File: src/rtl/rs_alu_issue_if.sv
// rtl/rs_alu_issue_if.sv - dispatch/wakeup/issue bundle for the ALU reservation station
// master = dispatch/wakeup/execute side, slave = the reservation station.
interface rs_alu_issue_if #(
  parameter int DEPTH     = 8,
  parameter int PREG_W    = 7,
  parameter int PAYLOAD_W = 48
);
  localparam int CNT_W = $clog2(DEPTH) + 1;

  logic                 disp_valid;
  logic                 disp_ready;
  logic [PREG_W-1:0]    disp_ps1;
  logic [PREG_W-1:0]    disp_ps2;
  logic                 disp_ps1_rdy;
  logic                 disp_ps2_rdy;
  logic [PREG_W-1:0]    disp_pd;
  logic [PAYLOAD_W-1:0] disp_payload;
  logic                 wk_alu_en;
  logic [PREG_W-1:0]    wk_alu_pd;
  logic                 wk_b_en;
  logic [PREG_W-1:0]    wk_b_pd;
  logic                 wk_mem_en;
  logic [PREG_W-1:0]    wk_mem_pd;
  logic                 flush;
  logic                 iss_ready;
  logic                 read_en_alu;
  logic [PREG_W-1:0]    ps1_in_alu;
  logic [PREG_W-1:0]    ps2_in_alu;
  logic [PREG_W-1:0]    iss_pd;
  logic [PAYLOAD_W-1:0] iss_payload;
  logic [CNT_W-1:0]     count;

  modport master (
    output disp_valid, disp_ps1, disp_ps2, disp_ps1_rdy, disp_ps2_rdy, disp_pd, disp_payload,
    output wk_alu_en, wk_alu_pd, wk_b_en, wk_b_pd, wk_mem_en, wk_mem_pd, flush, iss_ready,
    input  disp_ready, read_en_alu, ps1_in_alu, ps2_in_alu, iss_pd, iss_payload, count
  );

  modport slave (
    input  disp_valid, disp_ps1, disp_ps2, disp_ps1_rdy, disp_ps2_rdy, disp_pd, disp_payload,
    input  wk_alu_en, wk_alu_pd, wk_b_en, wk_b_pd, wk_mem_en, wk_mem_pd, flush, iss_ready,
    output disp_ready, read_en_alu, ps1_in_alu, ps2_in_alu, iss_pd, iss_payload, count
  );
endinterface

File: src/rtl/rs_alu_issue.sv
// rtl/rs_alu_issue.sv - ALU reservation station with PRF wakeup snooping and single issue
// Define RS_OLDEST_FIRST_EN for age-based select; default is lowest-index priority.
module rs_alu_issue #(
  parameter int DEPTH     = 8,
  parameter int PREG_W    = 7,
  parameter int PAYLOAD_W = 48
) (
  input logic           clk,
  input logic           reset,
  rs_alu_issue_if.slave bus
);
  localparam int IDX_W = $clog2(DEPTH);
  localparam int CNT_W = IDX_W + 1;

  logic [DEPTH-1:0]     valid;
  logic [DEPTH-1:0]     rdy1;
  logic [DEPTH-1:0]     rdy2;
  logic [PREG_W-1:0]    ps1     [DEPTH];
  logic [PREG_W-1:0]    ps2     [DEPTH];
  logic [PREG_W-1:0]    pd      [DEPTH];
  logic [PAYLOAD_W-1:0] payload [DEPTH];
  logic [CNT_W-1:0]     count_q;
`ifdef RS_OLDEST_FIRST_EN
  logic [IDX_W-1:0]     age     [DEPTH];
  logic [IDX_W-1:0]     best_age;
`endif

  logic [2:0]           wk_en;
  logic [3*PREG_W-1:0]  wk_pd;
  logic [DEPTH-1:0]     wake1;
  logic [DEPTH-1:0]     wake2;
  logic                 d_rdy1;
  logic                 d_rdy2;
  logic                 found;
  logic [IDX_W-1:0]     sel;
  logic                 free_found;
  logic [IDX_W-1:0]     free_idx;
  logic                 disp_ready;
  logic                 disp_fire;
  logic                 iss_fire;

  // Tag 0 is the hard-wired zero register and never produces a wakeup.
  function automatic logic hit(input logic [PREG_W-1:0] tag, input logic [2:0] en,
                               input logic [3*PREG_W-1:0] pds);
    hit = 1'b0;
    if (tag != '0) begin
      for (int p = 0; p < 3; p++) begin
        if (en[p] && (pds[p*PREG_W +: PREG_W] == tag)) hit = 1'b1;
      end
    end
  endfunction

  assign wk_en = {bus.wk_mem_en, bus.wk_b_en, bus.wk_alu_en};
  assign wk_pd = {bus.wk_mem_pd, bus.wk_b_pd, bus.wk_alu_pd};

  always_comb begin
    wake1 = '0;
    wake2 = '0;
    for (int i = 0; i < DEPTH; i++) begin
      wake1[i] = hit(ps1[i], wk_en, wk_pd);
      wake2[i] = hit(ps2[i], wk_en, wk_pd);
    end
    d_rdy1 = bus.disp_ps1_rdy || (bus.disp_ps1 == '0) || hit(bus.disp_ps1, wk_en, wk_pd);
    d_rdy2 = bus.disp_ps2_rdy || (bus.disp_ps2 == '0) || hit(bus.disp_ps2, wk_en, wk_pd);
  end

  always_comb begin
    found = 1'b0;
    sel   = '0;
`ifdef RS_OLDEST_FIRST_EN
    best_age = '0;
    for (int i = 0; i < DEPTH; i++) begin
      if (valid[i] && rdy1[i] && rdy2[i] && (!found || (age[i] > best_age))) begin
        found    = 1'b1;
        sel      = IDX_W'(i);
        best_age = age[i];
      end
    end
`else
    for (int i = DEPTH - 1; i >= 0; i--) begin
      if (valid[i] && rdy1[i] && rdy2[i]) begin
        found = 1'b1;
        sel   = IDX_W'(i);
      end
    end
`endif
    free_found = 1'b0;
    free_idx   = '0;
    for (int i = DEPTH - 1; i >= 0; i--) begin
      if (!valid[i]) begin
        free_found = 1'b1;
        free_idx   = IDX_W'(i);
      end
    end
  end

  // Dispatch only ever targets a slot that was free before the edge, so it cannot
  // collide with the slot being issued this cycle.
  assign disp_ready = (count_q < CNT_W'(DEPTH));
  assign disp_fire  = bus.disp_valid && disp_ready && free_found && !bus.flush;
  assign iss_fire   = found && bus.iss_ready && !bus.flush;

  assign bus.disp_ready  = disp_ready;
  assign bus.count       = count_q;
  assign bus.read_en_alu = iss_fire;
  assign bus.ps1_in_alu  = iss_fire ? ps1[sel]     : '0;
  assign bus.ps2_in_alu  = iss_fire ? ps2[sel]     : '0;
  assign bus.iss_pd      = iss_fire ? pd[sel]      : '0;
  assign bus.iss_payload = iss_fire ? payload[sel] : '0;

  always_ff @(posedge clk or posedge reset) begin
    if (reset) begin
      valid   <= '0;
      rdy1    <= '0;
      rdy2    <= '0;
      count_q <= '0;
    end else if (bus.flush) begin
      valid   <= '0;
      count_q <= '0;
    end else begin
      rdy1 <= rdy1 | (wake1 & valid);
      rdy2 <= rdy2 | (wake2 & valid);
      if (iss_fire) valid[sel] <= 1'b0;
      if (disp_fire) begin
        valid[free_idx] <= 1'b1;
        rdy1[free_idx]  <= d_rdy1;
        rdy2[free_idx]  <= d_rdy2;
      end
      count_q <= count_q + CNT_W'(disp_fire) - CNT_W'(iss_fire);
    end
  end

  // Payload storage is qualified by valid, so it needs no reset.
  always_ff @(posedge clk) begin
    if (disp_fire) begin
      ps1[free_idx]     <= bus.disp_ps1;
      ps2[free_idx]     <= bus.disp_ps2;
      pd[free_idx]      <= bus.disp_pd;
      payload[free_idx] <= bus.disp_payload;
    end
`ifdef RS_OLDEST_FIRST_EN
    if (disp_fire) begin
      for (int i = 0; i < DEPTH; i++) begin
        if (valid[i] && !(iss_fire && (sel == IDX_W'(i))) && (age[i] != '1))
          age[i] <= age[i] + 1'b1;
      end
      age[free_idx] <= '0;
    end
`endif
  end
endmodule

File: src/flat_wrapper.sv
// flat-port wrapper written by rule: the top's interface ports become plain ports
module rs_alu_issue_flat 
#(
  parameter int DEPTH     = 8,
  parameter int PREG_W    = 7,
  parameter int PAYLOAD_W = 48
)
  (clk, reset, bus_disp_valid, bus_disp_ps1, bus_disp_ps2, bus_disp_ps1_rdy, bus_disp_ps2_rdy, bus_disp_pd, bus_disp_payload, bus_wk_alu_en, bus_wk_alu_pd, bus_wk_b_en, bus_wk_b_pd, bus_wk_mem_en, bus_wk_mem_pd, bus_flush, bus_iss_ready, bus_disp_ready, bus_read_en_alu, bus_ps1_in_alu, bus_ps2_in_alu, bus_iss_pd, bus_iss_payload, bus_count);
  rs_alu_issue_if #(.DEPTH(DEPTH), .PREG_W(PREG_W), .PAYLOAD_W(PAYLOAD_W)) bus_i ();
  input logic clk;
  input logic reset;
  input wire logic [$bits(bus_i.disp_valid)-1:0] bus_disp_valid;
  input wire logic [$bits(bus_i.disp_ps1)-1:0] bus_disp_ps1;
  input wire logic [$bits(bus_i.disp_ps2)-1:0] bus_disp_ps2;
  input wire logic [$bits(bus_i.disp_ps1_rdy)-1:0] bus_disp_ps1_rdy;
  input wire logic [$bits(bus_i.disp_ps2_rdy)-1:0] bus_disp_ps2_rdy;
  input wire logic [$bits(bus_i.disp_pd)-1:0] bus_disp_pd;
  input wire logic [$bits(bus_i.disp_payload)-1:0] bus_disp_payload;
  input wire logic [$bits(bus_i.wk_alu_en)-1:0] bus_wk_alu_en;
  input wire logic [$bits(bus_i.wk_alu_pd)-1:0] bus_wk_alu_pd;
  input wire logic [$bits(bus_i.wk_b_en)-1:0] bus_wk_b_en;
  input wire logic [$bits(bus_i.wk_b_pd)-1:0] bus_wk_b_pd;
  input wire logic [$bits(bus_i.wk_mem_en)-1:0] bus_wk_mem_en;
  input wire logic [$bits(bus_i.wk_mem_pd)-1:0] bus_wk_mem_pd;
  input wire logic [$bits(bus_i.flush)-1:0] bus_flush;
  input wire logic [$bits(bus_i.iss_ready)-1:0] bus_iss_ready;
  output wire logic [$bits(bus_i.disp_ready)-1:0] bus_disp_ready;
  output wire logic [$bits(bus_i.read_en_alu)-1:0] bus_read_en_alu;
  output wire logic [$bits(bus_i.ps1_in_alu)-1:0] bus_ps1_in_alu;
  output wire logic [$bits(bus_i.ps2_in_alu)-1:0] bus_ps2_in_alu;
  output wire logic [$bits(bus_i.iss_pd)-1:0] bus_iss_pd;
  output wire logic [$bits(bus_i.iss_payload)-1:0] bus_iss_payload;
  output wire logic [$bits(bus_i.count)-1:0] bus_count;
  assign bus_i.disp_valid = bus_disp_valid;
  assign bus_i.disp_ps1 = bus_disp_ps1;
  assign bus_i.disp_ps2 = bus_disp_ps2;
  assign bus_i.disp_ps1_rdy = bus_disp_ps1_rdy;
  assign bus_i.disp_ps2_rdy = bus_disp_ps2_rdy;
  assign bus_i.disp_pd = bus_disp_pd;
  assign bus_i.disp_payload = bus_disp_payload;
  assign bus_i.wk_alu_en = bus_wk_alu_en;
  assign bus_i.wk_alu_pd = bus_wk_alu_pd;
  assign bus_i.wk_b_en = bus_wk_b_en;
  assign bus_i.wk_b_pd = bus_wk_b_pd;
  assign bus_i.wk_mem_en = bus_wk_mem_en;
  assign bus_i.wk_mem_pd = bus_wk_mem_pd;
  assign bus_i.flush = bus_flush;
  assign bus_i.iss_ready = bus_iss_ready;
  assign bus_disp_ready = bus_i.disp_ready;
  assign bus_read_en_alu = bus_i.read_en_alu;
  assign bus_ps1_in_alu = bus_i.ps1_in_alu;
  assign bus_ps2_in_alu = bus_i.ps2_in_alu;
  assign bus_iss_pd = bus_i.iss_pd;
  assign bus_iss_payload = bus_i.iss_payload;
  assign bus_count = bus_i.count;
  rs_alu_issue #(.DEPTH(DEPTH), .PREG_W(PREG_W), .PAYLOAD_W(PAYLOAD_W)) u_core (.clk(clk), .reset(reset), .bus(bus_i));
endmodule
File: config.mk
export PLATFORM = sky130hd
export DESIGN_NAME = rs_alu_issue_flat
export DESIGN_NICKNAME = d
export VERILOG_FILES = /design/src/rtl/rs_alu_issue_if.sv /design/src/rtl/rs_alu_issue.sv /design/src/flat_wrapper.sv
export SDC_FILE = /design/constraint.sdc
export NUM_CORES = 1
export LEC_CHECK = 0
export BUFFER_PORTS_ARGS = -buffer_cell sky130_fd_sc_hd__buf_2
export CORE_MARGIN = 8
export CORE_UTILIZATION = 50
export DETAILED_ROUTE_END_ITERATION = 8
export PLACE_DENSITY = 0.71
export REMOVE_ABC_BUFFERS = 1
export SKIP_CTS_REPAIR_TIMING = 1
export SYNTH_ARGS = -nofsm -noshare
export SYNTH_HDL_FRONTEND = slang
export SYNTH_SLANG_ARGS = --single-unit
File: constraint.sdc
create_clock -name clk -period 7 [get_ports clk]
set_input_delay 1.05 -clock clk [delete_from_list [all_inputs] [get_ports clk]]
set_output_delay 1.05 -clock clk [all_outputs]
set_load 0.01 [all_outputs]
---- After elaboration in Yosys (flattened, before gate mapping) ----
Memories as Yosys holds them, arrays and structs flattened.
Index checks and enable logic that the tools add are counted.
storage, ports and cells
  RAM bits ................................ 552
  memories kept ........................... 4
  input bits .............................. 100
  output and inout port bits .............. 75
  register bits ........................... 28
memories
  memory          depth  bits a word  rd ports  clocked after Yosys merged registers in  wr ports  RTL line            text
  u_core.payload  8      48           1         0                                        1         rs_alu_issue.sv:21  logic [PAYLOAD_W-1:0] payload [DEPTH];
  u_core.pd       8      7            1         0                                        1         rs_alu_issue.sv:20  logic [PREG_W-1:0] pd [DEPTH];
  u_core.ps1      8      7            9         0                                        1         rs_alu_issue.sv:18  logic [PREG_W-1:0] ps1 [DEPTH];
  u_core.ps2      8      7            9         0                                        1         rs_alu_issue.sv:19  logic [PREG_W-1:0] ps2 [DEPTH];
operators by class
  muxes and demuxes ....................... 123
  reduce and logical (&&, ||, !) cells .... 102
  $lt $le $gt $ge ......................... 5
  eq/ne operators ......................... 54
  add/subtract/negate cells ............... 2
  bitwise gates (word level) .............. 7
operators by type and width
  operator              count
  $eq A7 B7 Y1          54
  $reduce_bool A7 Y1    18
  $mux W1               92
  $logic_and A1 B1 Y1   77
  $mux W3               16
  $mux W48              1
  $mux W8               6
  $and A8 B8 Y8         3
  $or A8 B8 Y8          3
  $mux W7               3
  $bwmux W8             2
  $logic_not A7 Y1      2
  $lt A3 B4 Y1 const B  2
  $not A8 Y8            1
  $demux W1 S3          2
  $ge A3 B1 Y1 const B  2
  $add A4 B1 Y4         1
  $logic_or A1 B1 Y1    4
  $lt A4 B4 Y1 const B  1
  $mux W4               1
  $sub A4 B1 Y4         1
  $logic_not A1 Y1      1

---- Longest topological paths before layout ----
  depth after elaboration ................. 21
  mapped depth ............................ 12

---- Worst setup path after synthesis ----
No wires, ideal clock.
  path kind ............................... input port to flip-flop
  start point ............................. input bus_flush
  end point ............................... register u_core.rdy2[3]
  arrival time ............................ 5.027 ns
  cell stages on the path ................. 5
  data required time ...................... 6.704 ns
  slack ................................... 1.677 ns
  cell sequence ........................... clkbuf_1 -> nor3b_2 -> nand3_1 -> nor2_1 -> o21ai_0
on the way
  cells in the longest elaborated chain, start to end .. 3
ends and longest elaborated chain
  what                             RTL line             text
  from (decl)                      flat_wrapper.sv:25   input wire logic [$bits(bus_i.flush)-1:0] bus_flush;
  $logic_not A1 Y1                 rs_alu_issue.sv:100  assign disp_fire = bus.disp_valid && disp_ready && free_found && !bus.flush;
  $logic_and A1 B1 Y1              rs_alu_issue.sv:100
  $mux W8                          rs_alu_issue.sv:124  if (disp_fire) begin
  to (signal assigned)             rs_alu_issue.sv:122  rdy2 <= rdy2 | (wake2 & valid);
  to (signal, indexed assignment)  rs_alu_issue.sv:127  rdy2[free_idx] <= d_rdy2;
  to (decl)                        rs_alu_issue.sv:17   logic [DEPTH-1:0] rdy2;
Parallel ways exist; a longest one is shown, timed or not.
A chain may end at the register's enable or synchronous reset.

---- Worst setup path after layout ----
  start point ............................. register u_core.valid[2]
  end point ............................... output bus_iss_payload[27]
on the way
  cells in the longest elaborated chain, start to end .. 8
  elaborated cells between the ends (all ways) .. 12
  classes of those cells .................. mux: 7; reduce/logical: 4; memory: 1
ends and longest elaborated chain
  what                                                                    RTL line             text
  from (decl)                                                             rs_alu_issue.sv:15   logic [DEPTH-1:0] valid;
  from (signal assigned)                                                  rs_alu_issue.sv:113  valid <= '0;
  from (signal assigned)                                                  rs_alu_issue.sv:118  valid <= '0;
  from (signal, indexed assignment)                                       rs_alu_issue.sv:123  if (iss_fire) valid[sel] <= 1'b0;
  $logic_and A1 B1 Y1 (*) (2 in a row)                                    rs_alu_issue.sv:81   if (valid[i] && rdy1[i] && rdy2[i]) begin
  parallel branches: the longest is 5 deep, another holds $mem_v2 Z8 W48  --
  $mux W48 (*)                                                            rs_alu_issue.sv:109  assign bus.iss_payload = iss_fire ? payload[sel] : '0;
  to (decl)                                                               flat_wrapper.sv:32   output wire logic [$bits(bus_i.iss_payload)-1:0] bus_iss_payload;
Mark *: on every way between the ends.

==> summary.md <==
| Metric | Value |
|---|---|
| Crit path from | `u_core.valid[2]` |
| Maximum vdd drop | `0.0002422 V` |
| Multi-input logic area | `0.009389 mm^2` |
| Status | `complete, no violations` |
| LEAKAGE | `9.786 nW` |
| Row count | `86` |
| Synthesized flop and latch total | `580` |
| Wirelength per Cell | `27.93 um` |
| Fmax | `0.1964 GHz` |
| Worst Path Max Fanout | `89` |
| First drt pass iteration count | `6` |
| Final slew viol count | `0` |
| Post-synth top flop | `edfxtp_1` |
| Initial core utilization | `50.36%` |
| Worst R2R Path Depth | `12` |
| Clk sink count | `580` |
| WP data required | `5.95 ns` |
| Drt drc | `0` |
| Later-pin clock latency in the skew report | `0.62 ns` |
| Hold Slack | `0.5062 ns` |
| Worst-path clk slew | `0.06 ns` |
| Gate Count Post-Synth | `2264` |
| Post-DRT Antenna Nets | `0` |
| Critical path type | `flop to output pin` |
| # H-tree levels | `2` |
| Routed vias/inst | `6.529` |
| Max cap viols | `0` |
| Synth async-reset ratio | `4.828%` |
| Initial antenna violation count | `1` |
| GRT Total Usage | `25.86%` |
| Final wirelength | `84.78 mm` |
| Post-synth EDFFs | `552` |
| Worst hold path class | `input port to async pin` |
| Synth unique cells | `54` |
| N_diodes | `0` |
| Core box area | `0.05488 mm^2` |
| Die Height | `251.1 um` |
| CTS buffer count | `58` |
| Pwr/cell area | `246.4 mW/mm^2` |
| Vias in the first global route | `19761` |
| Final layout net count | `2389` |
| Startpoint class of the critical path | `flop` |
| RSZ-0062 raised after global routing | `no` |
| CTS tree | `done` |
| Port Buf Inserts | `174` |
| Crit path arrival time | `4.04 ns` |
| Chip width | `251.1 um` |
| Sequential cell area | `0.01728 mm^2` |
| Endpoints failing setup | `0` |
| Total Neg Setup Slack | `0 ns` |
| Global placement routability congestion | `0.9422` |
| Slew at the pin closest to its max-slew limit | `1.164 ns` |
| CP endpoint kind | `output pin` |
| CTS Root Cell | `clkbuf_16` |
| Clk buf depth | `3` |
| First-pass GRT wire length | `124.6 mm` |
| Startpoint of the worst-slack reg-to-reg timing path | `u_core.valid[3]` |
| Final Skew | `0.02513 ns` |
| Synth warn | `0` |
| Seq/Total Area, Yosys | `62.52%` |
| Fin crit share | `72.72%` |
| Post-Syn Area | `0.02763 mm^2` |
| Vias | `19815` |
| Min Tclk post-route | `5.091 ns` |
| Die Footprint | `0.06305 mm^2` |
| I/O pin cnt | `175` |
| Post-DP HPWL | `48.11 mm` |
| GRT overflow | `0` |
| Syn-to-layout area delta | `10.57%` |
| Synthesized area per cell | `12.21 um^2` |
| Largest net degree at the start of global routing | `90` |
| Share of layout cells above drive strength 1 | `13.17%` |
| Max_slew headroom | `22.24%` |
| Fin. Hold Viols | `0` |
| DRC marker count from the first detailed-route iteration | `2507` |
| Fillers | `4502` |
kinds of logic (layout without fill, tap and decap cells):
group / after synthesis / in the layout / synth area share, %
xor+xnor: 381 / 381 / 12.08
flops: 580 / 580 / 62.52
fa+ha+maj: 5 / 5 / 0.2536
compound gates: 484 / 484 / 11.49
simple gates: 558 / 558 / 9.812
buf+inv: 256 / 323 / 3.849
cell usage in the layout (no fill, tap or decap), types with 7 or more instances in the layout:
cell type / instances
edfxtp_1: 552
xor2_1: 205
xnor2_1: 176
buf_2: 174
nand2_1: 158
nand3_1: 152
o21ai_0: 144
a21oi_1: 90
nand4_1: 76
a31oi_1: 74
o221ai_1: 68
nor2_1: 67
o22a_1: 67
clkbuf_16: 59
nor4_1: 48
dfrtp_1: 28
buf_4: 26
nor3_1: 21
clkinv_2: 17
clkbuf_1: 14
inv_1: 11
clkinv_1: 9
nor2b_1: 7
layout make-up:
class	count	share of cell area, %
repair buffers	201	3.554
inverters	15	0.1966
multi-input cells	1428	30.73
flip-flops and latches	580	56.54
clock inverters	34	1.089
well taps	704	2.883
clock buffers	73	5.004
worst max-delay path, cell delays in order, from the launching register on:
cell     delay (ns)
dfrtp_1        0.54
nand3_1        0.28
and2_2         0.31
a31oi_4        0.79
buf_12         0.37
o22a_1         0.22
nand3_1        0.09
a21oi_1        0.38
buf_2          0.21
cell usage after synthesis, drive strengths merged, types with 2 or more instances:
| library cell | count | share of area, % |
|---|---|---|
| o221ai | 69 | 2.2 |
| clkbuf | 149 | 2.0 |
| a2bb2oi | 5 | 0.16 |
| a31oi | 75 | 1.7 |
| nor2b | 9 | 0.20 |
| o311ai | 4 | 0.13 |
| o41ai | 6 | 0.26 |
| xnor2 | 176 | 5.6 |
| xor2 | 205 | 6.5 |
| and2 | 3 | 0.068 |
| a221oi | 2 | 0.063 |
| o22ai | 4 | 0.091 |
| nor2 | 72 | 0.99 |
| a22oi | 2 | 0.054 |
| edfxtp | 552 | 60 |
| nand2 | 160 | 2.2 |
| nor4 | 48 | 1.1 |
| buf | 92 | 1.6 |
| nor3b | 2 | 0.072 |
| a21boi | 2 | 0.054 |
| a21oi | 90 | 1.6 |
| a41oi | 2 | 0.063 |
| and3 | 2 | 0.045 |
| or4 | 5 | 0.14 |
| dfrtp | 28 | 2.5 |
| o22a | 67 | 2.1 |
| a211oi | 4 | 0.11 |
| nand4 | 76 | 1.7 |
| ha | 4 | 0.18 |
| nor3 | 22 | 0.40 |
| nand2b | 4 | 0.091 |
| o21ai | 145 | 2.6 |
| inv | 15 | 0.20 |
| nand3 | 152 | 2.8 |
worst paths after layout:
kind / to / slack, ns
setup / recovery: bus_iss_payload[27] / 1.91
setup reg to reg: u_core.bus.count[2] / 3.39
hold / removal: u_core.bus.count[1] / 0.51
max in group asynchronous: u_core.rdy1[3] / 6.15
min in group clk: u_core.rdy1[5] / 0.54
hold reg to reg: u_core.rdy1[5] / 0.54
per-layer routing:
metal | vias to the layer above | wire [um] | GRT usage (%)
li1 | 8475 | - | -
met1 | 9847 | 34260 | 34.92
met2 | 1241 | 38440 | 40.48
met3 | 250 | 8576 | 5.298
met4 | 2 | 3483 | 11.16
met5 | - | 17 | 0
through the flow:
stage | worst slack [ns] | utilization (%) | cells | power, mW | area, um^2
2_1_floorplan | 0.02360 | - | 2023 | 4.244 | 26630
3_3_place_gp | 2.713 | 52.28 | 2928 | 4.510 | 28690
3_5_place_dp | 2.586 | 52.28 | 2928 | 4.528 | 28690
4_1_cts | 2.033 | 55.68 | 3035 | 7.547 | 30550
5_1_grt | 1.864 | 55.68 | 3035 | 7.710 | 30550
6_report | 1.909 | 55.68 | 3035 | 7.528 | 30550
report_power, final:
| part | switching (mW) | leakage [nW] | internal (mW) | total [mW] |
|---|---|---|---|---|
| clock | 1.33 | 0.910 | 1.73 | 3.06 |
| sequential | 0.0457 | 5.35 | 3.87 | 3.91 |
| combinational | 0.377 | 3.52 | 0.176 | 0.552 |
| total | 1.75 | 9.79 | 5.78 | 7.53 |
flip-flops by register name, summed over array words and instances (netlist names):
name              flops
u_core.payload      384
u_core.pd            56
u_core.ps1           56
u_core.ps2           56
u_core.rdy1           8
u_core.rdy2           8
u_core.valid          8
u_core.bus.count      4
(Power assumes the default switching activity.)
